$ cat config.mk
export PLATFORM = sky130hd
export DESIGN_NAME = ibex_bus_arbiter
export DESIGN_NICKNAME = d
export VERILOG_FILES = /design/src/rtl/ibex_pkg.sv /design/src/rtl/ibex_arb_src_fifo.sv /design/src/rtl/ibex_bus_arbiter.sv
export SDC_FILE = /design/constraint.sdc
export NUM_CORES = 1
export LEC_CHECK = 0
export ABC_CLOCK_PERIOD_IN_PS = 4400
export CORE_AREA = 2 2 123 125
export DETAILED_ROUTE_END_ITERATION = 6
export DIE_AREA = 0 0 125 127
export GPL_ROUTABILITY_DRIVEN = 0
export PLACE_DENSITY = 0.49
export SETUP_SLACK_MARGIN = 0.2
export SYNTH_ARGS = -nofsm -noshare
export SYNTH_HDL_FRONTEND = slang
export SYNTH_HIERARCHICAL = 1
export SYNTH_SLANG_ARGS = --single-unit
$ cat constraint.sdc
create_clock -name clk_i -period 4.4 [get_ports clk_i]
set_input_delay 0.88 -clock clk_i [delete_from_list [all_inputs] [get_ports clk_i]]
set_output_delay 0.88 -clock clk_i [all_outputs]
set_load 0.02 [all_outputs]
$ cat src/rtl/ibex_pkg.sv
// Shared Ibex definitions used by the instr/data bus arbiter.
package ibex_pkg;

  typedef enum logic {ArbSrcInstr, ArbSrcData} ibex_arb_src_e;

  parameter int unsigned ArbMaxOutstandingDefault = 2;

endpackage

$ cat src/rtl/ibex_arb_src_fifo.sv
// Counter-based FIFO of issuing sources; head names the port owed the next response.
module ibex_arb_src_fifo
  import ibex_pkg::*;
#(
  parameter int unsigned Depth = ArbMaxOutstandingDefault
) (
  input  logic          clk_i,
  input  logic          rst_ni,
  input  logic          push_i,
  input  ibex_arb_src_e src_i,
  input  logic          pop_i,
  output logic          full_o,
  output logic          empty_o,
  output ibex_arb_src_e head_o
);

  localparam int unsigned PtrW = (Depth > 1) ? $clog2(Depth) : 1;
  localparam int unsigned CntW = $clog2(Depth + 1);

  ibex_arb_src_e   r_mem [Depth];
  logic [PtrW-1:0] r_wptr, r_rptr;
  logic [CntW-1:0] r_cnt;
  logic            w_pop;

  function automatic logic [PtrW-1:0] ptr_inc(input logic [PtrW-1:0] p);
    return (p == PtrW'(Depth - 1)) ? '0 : p + 1'b1;
  endfunction

  assign full_o  = (r_cnt == CntW'(Depth));
  assign empty_o = (r_cnt == '0);
  assign head_o  = r_mem[r_rptr];
  assign w_pop   = pop_i & ~empty_o;

  always_ff @(posedge clk_i) begin
    if (push_i) r_mem[r_wptr] <= src_i;
  end

  always_ff @(posedge clk_i or negedge rst_ni) begin
    if (!rst_ni) begin
      r_wptr <= '0;
      r_rptr <= '0;
      r_cnt  <= '0;
    end else begin
      if (push_i) r_wptr <= ptr_inc(r_wptr);
      if (w_pop)  r_rptr <= ptr_inc(r_rptr);
      if (push_i && !w_pop)      r_cnt <= r_cnt + 1'b1;
      else if (w_pop && !push_i) r_cnt <= r_cnt - 1'b1;
    end
  end

endmodule

$ cat src/rtl/ibex_bus_arbiter.sv
// Round-robin merge of Ibex instr and data ports onto one host port,
// with lock across stalls and in-order response routing.
module ibex_bus_arbiter
  import ibex_pkg::*;
#(
  parameter int unsigned MaxOutstanding = ArbMaxOutstandingDefault
) (
  input  logic        clk_i,
  input  logic        rst_ni,
  input  logic        instr_req_i,
  output logic        instr_gnt_o,
  output logic        instr_rvalid_o,
  input  logic [31:0] instr_addr_i,
  output logic [31:0] instr_rdata_o,
  output logic [6:0]  instr_rdata_intg_o,
  output logic        instr_err_o,
  input  logic        data_req_i,
  output logic        data_gnt_o,
  output logic        data_rvalid_o,
  input  logic        data_we_i,
  input  logic [3:0]  data_be_i,
  input  logic [31:0] data_addr_i,
  input  logic [31:0] data_wdata_i,
  input  logic [6:0]  data_wdata_intg_i,
  output logic [31:0] data_rdata_o,
  output logic [6:0]  data_rdata_intg_o,
  output logic        data_err_o,
  output logic        host_req_o,
  input  logic        host_gnt_i,
  input  logic        host_rvalid_i,
  output logic        host_we_o,
  output logic [3:0]  host_be_o,
  output logic [31:0] host_addr_o,
  output logic [31:0] host_wdata_o,
  output logic [6:0]  host_wdata_intg_o,
  input  logic [31:0] host_rdata_i,
  input  logic [6:0]  host_rdata_intg_i,
  input  logic        host_err_i,
  output logic        spurious_rvalid_o
);

  ibex_arb_src_e r_prio, r_lock_src, w_sel, w_head;
  logic          r_lock, w_sel_req, w_is_instr, w_hs, w_full, w_empty;

  // A locked source wins outright so host fields cannot change mid-stall.
  always_comb begin
    w_sel = r_prio;
    if (r_lock)                            w_sel = r_lock_src;
    else if (instr_req_i && !data_req_i)   w_sel = ArbSrcInstr;
    else if (data_req_i && !instr_req_i)   w_sel = ArbSrcData;
  end

  assign w_is_instr = (w_sel == ArbSrcInstr);
  assign w_sel_req  = w_is_instr ? instr_req_i : data_req_i;
  assign host_req_o = w_sel_req & ~w_full;
  assign w_hs       = host_req_o & host_gnt_i;

  assign host_addr_o       = w_is_instr ? instr_addr_i : data_addr_i;
  assign host_we_o         = w_is_instr ? 1'b0 : data_we_i;
  assign host_be_o         = w_is_instr ? 4'hF : data_be_i;
  assign host_wdata_o      = w_is_instr ? 32'h0 : data_wdata_i;
  assign host_wdata_intg_o = w_is_instr ? 7'h0 : data_wdata_intg_i;

  assign instr_gnt_o = w_hs & w_is_instr;
  assign data_gnt_o  = w_hs & ~w_is_instr;

  // Lock can never be set while full (no push happens while locked), so
  // a dropped locked request is the only way host_req_o falls while locked.
  always_ff @(posedge clk_i or negedge rst_ni) begin
    if (!rst_ni) begin
      r_prio     <= ArbSrcInstr;
      r_lock     <= 1'b0;
      r_lock_src <= ArbSrcInstr;
    end else begin
      r_lock     <= host_req_o & ~host_gnt_i;
      r_lock_src <= w_sel;
      if (w_hs) r_prio <= w_is_instr ? ArbSrcData : ArbSrcInstr;
    end
  end

  ibex_arb_src_fifo #(.Depth(MaxOutstanding)) u_src_fifo (
    .clk_i   (clk_i),
    .rst_ni  (rst_ni),
    .push_i  (w_hs),
    .src_i   (w_sel),
    .pop_i   (host_rvalid_i),
    .full_o  (w_full),
    .empty_o (w_empty),
    .head_o  (w_head)
  );

  assign instr_rvalid_o    = host_rvalid_i & ~w_empty & (w_head == ArbSrcInstr);
  assign data_rvalid_o     = host_rvalid_i & ~w_empty & (w_head == ArbSrcData);
  assign spurious_rvalid_o = host_rvalid_i & w_empty;

  assign instr_rdata_o      = host_rdata_i;
  assign instr_rdata_intg_o = host_rdata_intg_i;
  assign instr_err_o        = host_err_i;
  assign data_rdata_o       = host_rdata_i;
  assign data_rdata_intg_o  = host_rdata_intg_i;
  assign data_err_o         = host_err_i;

endmodule

* Yosys cells after proc, flatten, opt, wreduce, memory -nomap -nowiden
Memories as Yosys holds them, arrays and structs flattened. Cells that the tools add are included. W data, S select, Z words.
Cells by class: $add $sub $neg 4, eq/ne operators 1, mux-type cells 16, bitwise gates (word level) 14, reductions and logical operators 10
Operators by type and width (number):
- $mux W32 | 2
- $mux W1 | 10
- $and A1 B1 Y1 | 9
- $mux W7 | 1
- $not A1 Y1 | 5
- $logic_and A1 B1 Y1 | 4
- $logic_not A1 Y1 | 4
- $mux W2 | 2
- $mux W4 | 1
- $add A1 B1 Y1 const B | 2
- $add A2 B1 Y2 const B | 1
- $eq A2 B2 Y1 const B | 1
- $logic_not A2 Y1 | 1
- $reduce_bool A2 Y1 | 1
- $sub A2 B1 Y2 const B | 1
Storage, ports and cells: register bits after elaboration 7, bits in writable memories 2, input port bits 154, output and inout bits 162, word-level logic and storage cells 52, memories 1
Memories:
- u_src_fifo.r_mem | words 2, width 1, read ports 1, clocked after Yosys merged registers in 0, wr ports 1, line ibex_arb_src_fifo.sv:20 | ibex_arb_src_e r_mem [Depth];

* Depth between registers and ports, before layout
Gate-level depths: netlist of the first run.
word-level depth 12, mapped depth 7, gate-level depth less buffers 7

* Modules after synthesis
The synthesis of the first run kept the hierarchy.
Modules (own cells, without submodules):
- ibex_bus_arbiter | times used 1, cells an instance 183, area an instance 1634.1 um^2, seq. area each 75.1 um^2
- ibex_arb_src_fifo | times used 1, cells an instance 19, area an instance 259.0 um^2, seq. area each 160.2 um^2

* Worst setup path after synthesis of the first run
OpenSTA, ideal clock, no wires.
path type input to output, start point input port instr_req_i, end point output port host_addr_o[29], data arrival time 2065 ps, data required time 3520 ps, path slack 1455 ps, cell stages on the path 5, buffers on the path 1, path through inv_1 > maj3_2 > mux2i_4 > buf_6 > mux2_2
On the way: cells in the longest elaborated chain, start to end 6, elaborated cells between the ends (all ways) 7, those cells by class mux: 4; reduce/logical: 3
RTL lines:
- from (decl) | line ibex_bus_arbiter.sv:10 | input logic instr_req_i,
- $logic_not A1 Y1 | line ibex_bus_arbiter.sv:50 | else if (data_req_i && !instr_req_i) w_sel = ArbSrcData;
- $logic_and A1 B1 Y1 | line ibex_bus_arbiter.sv:50
- $mux W1 | line ibex_bus_arbiter.sv:50
- $mux W1 * | line ibex_bus_arbiter.sv:49 | else if (instr_req_i && !data_req_i) w_sel = ArbSrcInstr;
- $mux W1 * | line ibex_bus_arbiter.sv:48 | if (r_lock) w_sel = r_lock_src;
- $mux W32 * | line ibex_bus_arbiter.sv:58 | assign host_addr_o = w_is_instr ? instr_addr_i : data_addr_i;
- to (decl) | line ibex_bus_arbiter.sv:33 | output logic [31:0] host_addr_o,
Mark *: on every way between the ends. The rest lies on a longest branch, timed or not.

* Worst setup path in the final report of the first run
start point input port instr_req_i, end point output port host_addr_o[5]
The elaborated chain is that of the path after synthesis.

==> results of run 1 <==
-- report_power, final --
part	total, mW	internal [mW]	switching (mW)
Clock	0.162	0.121	0.0408
Combinational	1.35	0.736	0.618
Sequential	0.160	0.126	0.0338
-- state kept, by name, summed over array words and instances, names as in the netlist --
signal and cells:
u_src_fifo/r_wptr 1, u_src_fifo/r_rptr 1, r_lock 1, r_lock_src 1, u_src_fifo/r_cnt 2, u_src_fifo/r_mem 2, r_prio 1
-- layer usage --
layer	track usage [%]	wire length, microns
met1	7.08	2210
met2	12.9	3200
met3	3.52	897
met4	1.37	49
met5	0	0
-- synthesized netlist by cell type (2+ instances only) --
master,number,area (sq um)
sky130_fd_sc_hd__buf_4,80,601
sky130_fd_sc_hd__nor2b_1,43,269
sky130_fd_sc_hd__mux2_4,30,450
sky130_fd_sc_hd__dfrtp_1,7,175
sky130_fd_sc_hd__buf_2,4,20.0
sky130_fd_sc_hd__mux2_2,4,45.0
sky130_fd_sc_hd__or2_2,4,25.0
sky130_fd_sc_hd__and2_1,3,18.8
sky130_fd_sc_hd__buf_8,3,45.0
sky130_fd_sc_hd__xor2_1,3,26.3
sky130_fd_sc_hd__and3b_1,2,17.5
sky130_fd_sc_hd__edfxtp_1,2,60.1
sky130_fd_sc_hd__inv_1,2,7.51
sky130_fd_sc_hd__nor2_1,2,7.51
sky130_fd_sc_hd__xnor2_1,2,17.5
-- per-stage QoR --
stage	hold slack [ns]	worst slack (ns)	cell area, sq um
final	0.481	0.404	3520
after global routing	0.511	0.350	3520
after CTS	0.480	0.392	3520
after detailed placement	0.471	0.399	3450
after global placement	0.468	0.402	3450
after floorplan	0.455	1.46	1890
-- critical path, delay by kind of cell --
kind / cells / cell delay (ns)
buffers and inverters: 4 / 1.35
muxes: 2 / 0.55
adders and majority gates: 1 / 0.31
-- area by class of cell --
type,instances,area [sq um]
sequential,9,235
clock buffer,4,78.8
fill,1562,10900
tap,184,230
timing repair buffer,198,2000
multi-input combinational,103,973
inverter,2,7.51
-- cells by family (layout without fill, tap and decap cells) --
kind of cell / Yosys count / in the layout
compound gates: 2 / 2
flops: 9 / 9
buf+inv: 90 / 204
xor+xnor: 5 / 5
simple gates: 59 / 59
mux: 35 / 35
fa+ha+maj: 2 / 2
-- cells in the final DEF, fill, tap and decap left out --
cell type / count
sky130_fd_sc_hd__and3b_1: 2
sky130_fd_sc_hd__edfxtp_1: 2
sky130_fd_sc_hd__and2_1: 3
sky130_fd_sc_hd__nor4_1: 1
sky130_fd_sc_hd__clkbuf_1: 1
sky130_fd_sc_hd__xnor2_1: 2
sky130_fd_sc_hd__nor2b_1: 43
sky130_fd_sc_hd__nor2_1: 2
sky130_fd_sc_hd__ha_1: 1
sky130_fd_sc_hd__mux2_2: 4
sky130_fd_sc_hd__a21oi_1: 1
sky130_fd_sc_hd__o21ai_1: 1
sky130_fd_sc_hd__nor3_1: 1
sky130_fd_sc_hd__mux2_4: 30
sky130_fd_sc_hd__or2_2: 4
sky130_fd_sc_hd__clkbuf_16: 3
sky130_fd_sc_hd__mux2i_4: 1
sky130_fd_sc_hd__inv_1: 2
sky130_fd_sc_hd__nor3b_1: 1
sky130_fd_sc_hd__buf_4: 1
sky130_fd_sc_hd__xor2_1: 3
sky130_fd_sc_hd__clkdlybuf4s50_1: 195
sky130_fd_sc_hd__dfrtp_1: 7
sky130_fd_sc_hd__nor4b_2: 1
sky130_fd_sc_hd__maj3_2: 1
sky130_fd_sc_hd__nand2b_1: 1
sky130_fd_sc_hd__buf_12: 2
-- worst min-delay path by stage --
stage                      startpoint           endpoint  cells after the start
floorplan           u_src_fifo/r_rptr  u_src_fifo/r_rptr                      1
global placement    u_src_fifo/r_wptr  u_src_fifo/r_wptr                      1
detailed placement  u_src_fifo/r_wptr  u_src_fifo/r_wptr                      1
CTS                 u_src_fifo/r_wptr  u_src_fifo/r_wptr                      1
global route        u_src_fifo/r_rptr  u_src_fifo/r_rptr                      1
finish              u_src_fifo/r_rptr  u_src_fifo/r_rptr                      1
==> flow_summary.json, run 1 <==
{
  "result_of_the_run": "complete, no violations",
  "detailedRoute.firstPassIterationCount": 3,
  "static-leakage-power_nw": 1.36,
  "core_area_sq_um": 14400,
  "critPathMaxStageDelay_ns": 0.54,
  "synth_top_family_by_area": "buffers and inverters",
  "drt_iter0_markers": 18,
  "drt.antenna.violating_nets": 0,
  "maxSlewHeadroom_pct": 77.1,
  "start_util_pct": 13.1,
  "synth_compound_gate_area_share_pct": 0.529,
  "post_drt_via_cell_ratio": 3.46,
  "dp_cells": 496,
  "timing.critical_path.cells": "clkdlybuf4s50_1 > inv_1 > maj3_2 > mux2i_4 > buf_12 > mux2_4 > clkdlybuf4s50_1",
  "drt_wl_total_microns": 6360,
  "synth-xor-area-share_pct": 2.31,
  "io_buffer_count": 195,
  "timing.setup.critical_path_class": "in2out",
  "cpMaxStageDelayCell": "sky130_fd_sc_hd__clkdlybuf4s50_1",
  "avgSynthCellArea_sq_um": 9.37,
  "timing.critical_path.arrival_ns": 3.12,
  "netlist_instances": 202,
  "clk_transition_reported_paths_ns": 0.04,
  "grt_max_degree": 44,
  "fin_worst_skew_ns": 0.00220,
  "antennaDiodeCount": 0,
  "cts_tree": "yes",
  "finalCriticalPeriod_ns": 4.00,
  "dieWidth_microns": 125,
  "die_h_microns": 127,
  "cp_data_required_time_ns": 3.52,
  "timing.reg2reg.setup_slack_ns": 2.62,
  "std_cell_rows": 44,
  "drive_gt1_share_pct": 14.9,
  "antenna_violations_before_repair": 0,
  "grt_setup_unrepaired": "no",
  "vias": 1730,
  "asyncSetResetFlopFracSynth_pct": 77.8,
  "finalPower_mw": 1.68,
  "place.detailed.hpwl_microns": 5620,
  "drt-wirelength-per-cell_microns": 12.7,
  "synth_seq_area_share_pct": 12.4,
  "area_growth_pct": 86.2,
  "cts_setup_buffers": 0,
  "synth_mux_area_share_pct": 27.4,
  "worst_skew_late_latency_ns": 0.24,
  "post_synth_num_cell_types": 26,
  "grt.total_usage_pct": 6.97,
  "worstRegToRegCells": 8,
  "hold_class": "reg2reg",
  "timing.critical_path.to_type": "primary output",
  "cellPowerDensity_nw_per_um2": 475,
  "grt_first_pass_wirelength_microns": 9110,
  "post_synth_fa_ha_maj_area_fraction_pct": 1.26,
  "max_slew.worst_pin.slew_ns": 0.342,
  "final_min_period_over_clock_period_pct": 90.8,
  "finalSetupTns_ns": 0,
  "post_synth_instance_area_sq_um": 1890,
  "cts_hold_buf": 0,
  "clockRootBuffer": "sky130_fd_sc_hd__clkbuf_16",
  "synth_flop_cell": "sky130_fd_sc_hd__dfrtp_1",
  "crit_path_frequent_cell": "sky130_fd_sc_hd__clkdlybuf4s50_1",
  "max_cap_violations": 0,
  "io_pins": 316,
  "postSynthNetCount": 357,
  "r2r_start": "r_lock_src",
  "num-nets-final": 472,
  "synth-edff-count": 2,
  "global_route.overflow_total": 0,
  "final_cell_count_no_fill": 500,
  "grt_pass1_vias": 1784,
  "final_util_pct": 24.4,
  "critPathMaxFanout": 37,
  "maxClockFrequency_mhz": 250,
  "cts-buffers-inserted": 3,
  "hold_vio_cnt_final": 0,
  "worstSetupStartpoint": "instr_req_i",
  "worst_setup_path_endpoint": "host_addr_o[5]",
  "setup.worst_path.start_class": "input pin",
  "fp.dieArea_sq_um": 15900,
  "maxSlewViolCount": 0,
  "synth.yosys.warnings": 6,
  "tritoncts_num_sinks": 9,
  "quantity_of_gates_resized_following_cts": 0,
  "regToRegEndpoint": "u_src_fifo/r_cnt[1]",
  "ir_drop_mv": 0.163,
  "cts-htree-levels": 1,
  "synth_simple_gate_area_share_pct": 20.0,
  "final-setup-viol-count": 0,
  "ys_ff_latch": 9,
  "dr_drc_count": 0,
  "clk_path_buf_depth": 2
}
(Power assumes the default switching activity.)
==> run 2, diff against run 1 <==
--- a/config.mk
+++ b/config.mk
@@ -12,6 +12,7 @@
 export GPL_ROUTABILITY_DRIVEN = 0
 export PLACE_DENSITY = 0.49
 export SETUP_SLACK_MARGIN = 0.2
+export SLEW_MARGIN = 20
 export SYNTH_ARGS = -nofsm -noshare
 export SYNTH_HDL_FRONTEND = slang
 export SYNTH_HIERARCHICAL = 1
==> results of run 2 <==
The final DEF is identical to that of run 1; final timing and power are the same.
==> run 3, diff against run 2 <==
--- a/config.mk
+++ b/config.mk
@@ -11,7 +11,8 @@
 export DIE_AREA = 0 0 125 127
 export GPL_ROUTABILITY_DRIVEN = 0
 export PLACE_DENSITY = 0.49
-export SETUP_SLACK_MARGIN = 0.2
+export SETUP_SLACK_MARGIN = 0.5
+export SKIP_CTS_REPAIR_TIMING = 1
 export SLEW_MARGIN = 20
 export SYNTH_ARGS = -nofsm -noshare
 export SYNTH_HDL_FRONTEND = slang
==> flow_summary.json, run 3 (synthesis results as in run 1) <==
{
  "sequential_cell_area_sq_um": 235,
  "grt_pass1_vias": 1784,
  "core_area_sq_um": 14400,
  "num-nets-final": 475,
  "switching_share_pct": 41.4,
  "io_pins": 316,
  "timing.critical_path.to_type": "primary output",
  "hold_path_end": "u_src_fifo/r_rptr",
  "setup.worst_path.start_class": "input pin",
  "worst_skew_late_latency_ns": 0.24,
  "vias": 1750,
  "place.detailed.hpwl_microns": 5620,
  "combPwrFrac_pct": 81.1,
  "maxSlewViolCount": 0,
  "drt.antenna.violating_nets": 0,
  "max_cap_violations": 0,
  "fin_worst_skew_ns": 0.00220,
  "final_min_period_over_clock_period_pct": 90.1,
  "cts_tree": "yes",
  "regToRegEndpoint": "u_src_fifo/r_cnt[1]",
  "cpMaxStageDelayCell": "sky130_fd_sc_hd__clkdlybuf4s50_1",
  "cts-buffers-inserted": 3,
  "static-leakage-power_nw": 1.69,
  "worstRegToRegCells": 8,
  "antenna_violations_before_repair": 0,
  "whs_path_depth": 1,
  "finalPower_mw": 1.70,
  "drt-wirelength-per-cell_microns": 13.3,
  "critPathMaxFanout": 19,
  "antennaDiodeCount": 0,
  "timing.hold.worst.start": "u_src_fifo/r_rptr",
  "finalSetupTns_ns": 0,
  "cts-htree-levels": 1,
  "drive_gt1_share_pct": 15.7,
  "post_drt_via_cell_ratio": 3.48,
  "std_cell_rows": 44,
  "detailedRoute.firstPassIterationCount": 3,
  "cellPowerDensity_nw_per_um2": 466,
  "net-switching-power_mw": 0.704,
  "timing.reg2reg.setup_slack_ns": 2.61,
  "tritoncts_num_sinks": 9,
  "result_of_the_run": "complete, no violations",
  "clockRootBuffer": "sky130_fd_sc_hd__clkbuf_16",
  "maxSlewHeadroom_pct": 77.1,
  "fillerInstances": 1554,
  "drt_wl_total_microns": 6720,
  "mostFrequentLayoutCells": "sky130_fd_sc_hd__clkdlybuf4s50_1, sky130_fd_sc_hd__nor2b_1, sky130_fd_sc_hd__dlymetal6s2s_1, sky130_fd_sc_hd__mux2_4, sky130_fd_sc_hd__dfrtp_1",
  "hold_class": "reg2reg",
  "dieWidth_microns": 125,
  "timing.setup.critical_path_class": "in2out",
  "final-setup-viol-count": 0,
  "share_seq_of_total_power_pct": 9.4,
  "multi_input_comb_area_sq_um": 973,
  "cp.buffers_inverters": 5,
  "path_delay_family": "buffers and inverters",
  "r2r_start": "r_lock_src",
  "critPathMaxStageDelay_ns": 0.55,
  "timing.critical_path.cells": "clkdlybuf4s50_1 > inv_1 > maj3_2 > mux2i_4 > buf_4 > buf_12 > mux2_4 > clkdlybuf4s50_1",
  "global_route.overflow_total": 0,
  "area_growth_pct": 92.5,
  "mostFrequentLayoutCell": "sky130_fd_sc_hd__clkdlybuf4s50_1",
  "dp_cells": 496,
  "io_buffer_count": 195,
  "max_slew.worst_pin.slew_ns": 0.342,
  "die_h_microns": 127,
  "ir_drop_mv": 0.167,
  "start_util_pct": 13.1,
  "grt.total_usage_pct": 6.97,
  "grt_max_degree": 44,
  "timing.critical_path.arrival_ns": 3.08,
  "intPower_mw": 0.995,
  "clk_transition_reported_paths_ns": 0.04,
  "maxClockFrequency_mhz": 252,
  "grt_first_pass_wirelength_microns": 9110,
  "share_clk_of_total_power_pct": 9.5,
  "finalCriticalPeriod_ns": 3.96,
  "final_cell_count_no_fill": 503,
  "grt_setup_unrepaired": "yes",
  "crit_path_frequent_cell": "sky130_fd_sc_hd__clkdlybuf4s50_1",
  "clk_path_buf_depth": 2,
  "fp.dieArea_sq_um": 15900,
  "dr_drc_count": 0,
  "cp_data_required_time_ns": 3.52,
  "top_regs": "u_src_fifo/r_cnt: 2 flops, u_src_fifo/r_mem: 2 flops",
  "drt_iter0_markers": 18,
  "hold_vio_cnt_final": 0
}
run 3: cell count changes in the layout (fill, tap and decap cells not counted), sizes merged:
| cell | previous run | this run |
|---|---|---|
| dlymetal6s2s | 0 | 32 |
| clkbuf | 4 | 5 |
| buf | 3 | 5 |
| clkdlybuf4s50 | 195 | 163 |
run 3: worst max-delay path by stage:
stage / slack [ns] / endpoint / cells after the start / startpoint
after CTS: 0.39 / host_addr_o[12] / 7 / instr_req_i
after global routing: 0.36 / host_addr_o[12] / 8 / instr_req_i
after global placement: 0.40 / host_addr_o[14] / 7 / instr_req_i
after floorplan: 1.46 / host_addr_o[29] / 5 / instr_req_i
after detailed placement: 0.40 / host_addr_o[18] / 7 / instr_req_i
final: 0.44 / host_addr_o[12] / 8 / instr_req_i
run 3: per-stage QoR:
stage	hold WS, ns	area (sq um)	utilization, %	setup WS (ns)
2_1_floorplan	0.455	1890	-	1.46
3_3_place_gp	0.468	3450	23.9	0.402
6_report	0.481	3640	25.3	0.437
5_1_grt	0.511	3640	25.3	0.362
4_1_cts	0.480	3520	24.4	0.392
3_5_place_dp	0.471	3450	23.9	0.399
run 3: cell type report:
class	count	share of cell area (%)
tap	184	6.32
sequential	9	6.45
inverter	2	0.206
timing repair buffer	201	58.2
multi-input combinational	103	26.7
clock buffer	4	2.16
run 3: routing by layer:
layer	GRT usage, %	vias up	routed length, microns
met4	1.37	0	49
met5	0	-	0
met2	12.9	156	3450
li1	-	801	-
met1	7.08	781	2320
met3	3.52	12	892
run 3: power by group through the flow:
| stage | Combinational, mW | Sequential [mW] | Clock (mW) |
|---|---|---|---|
| 2_1_floorplan | 0.907 | 0.153 | 0 |
| 3_3_place_gp | 1.36 | 0.159 | 0 |
| 3_5_place_dp | 1.37 | 0.162 | 0 |
| 4_1_cts | 1.38 | 0.161 | 0.166 |
| 5_1_grt | 1.46 | 0.166 | 0.168 |
| 6_report | 1.38 | 0.160 | 0.162 |
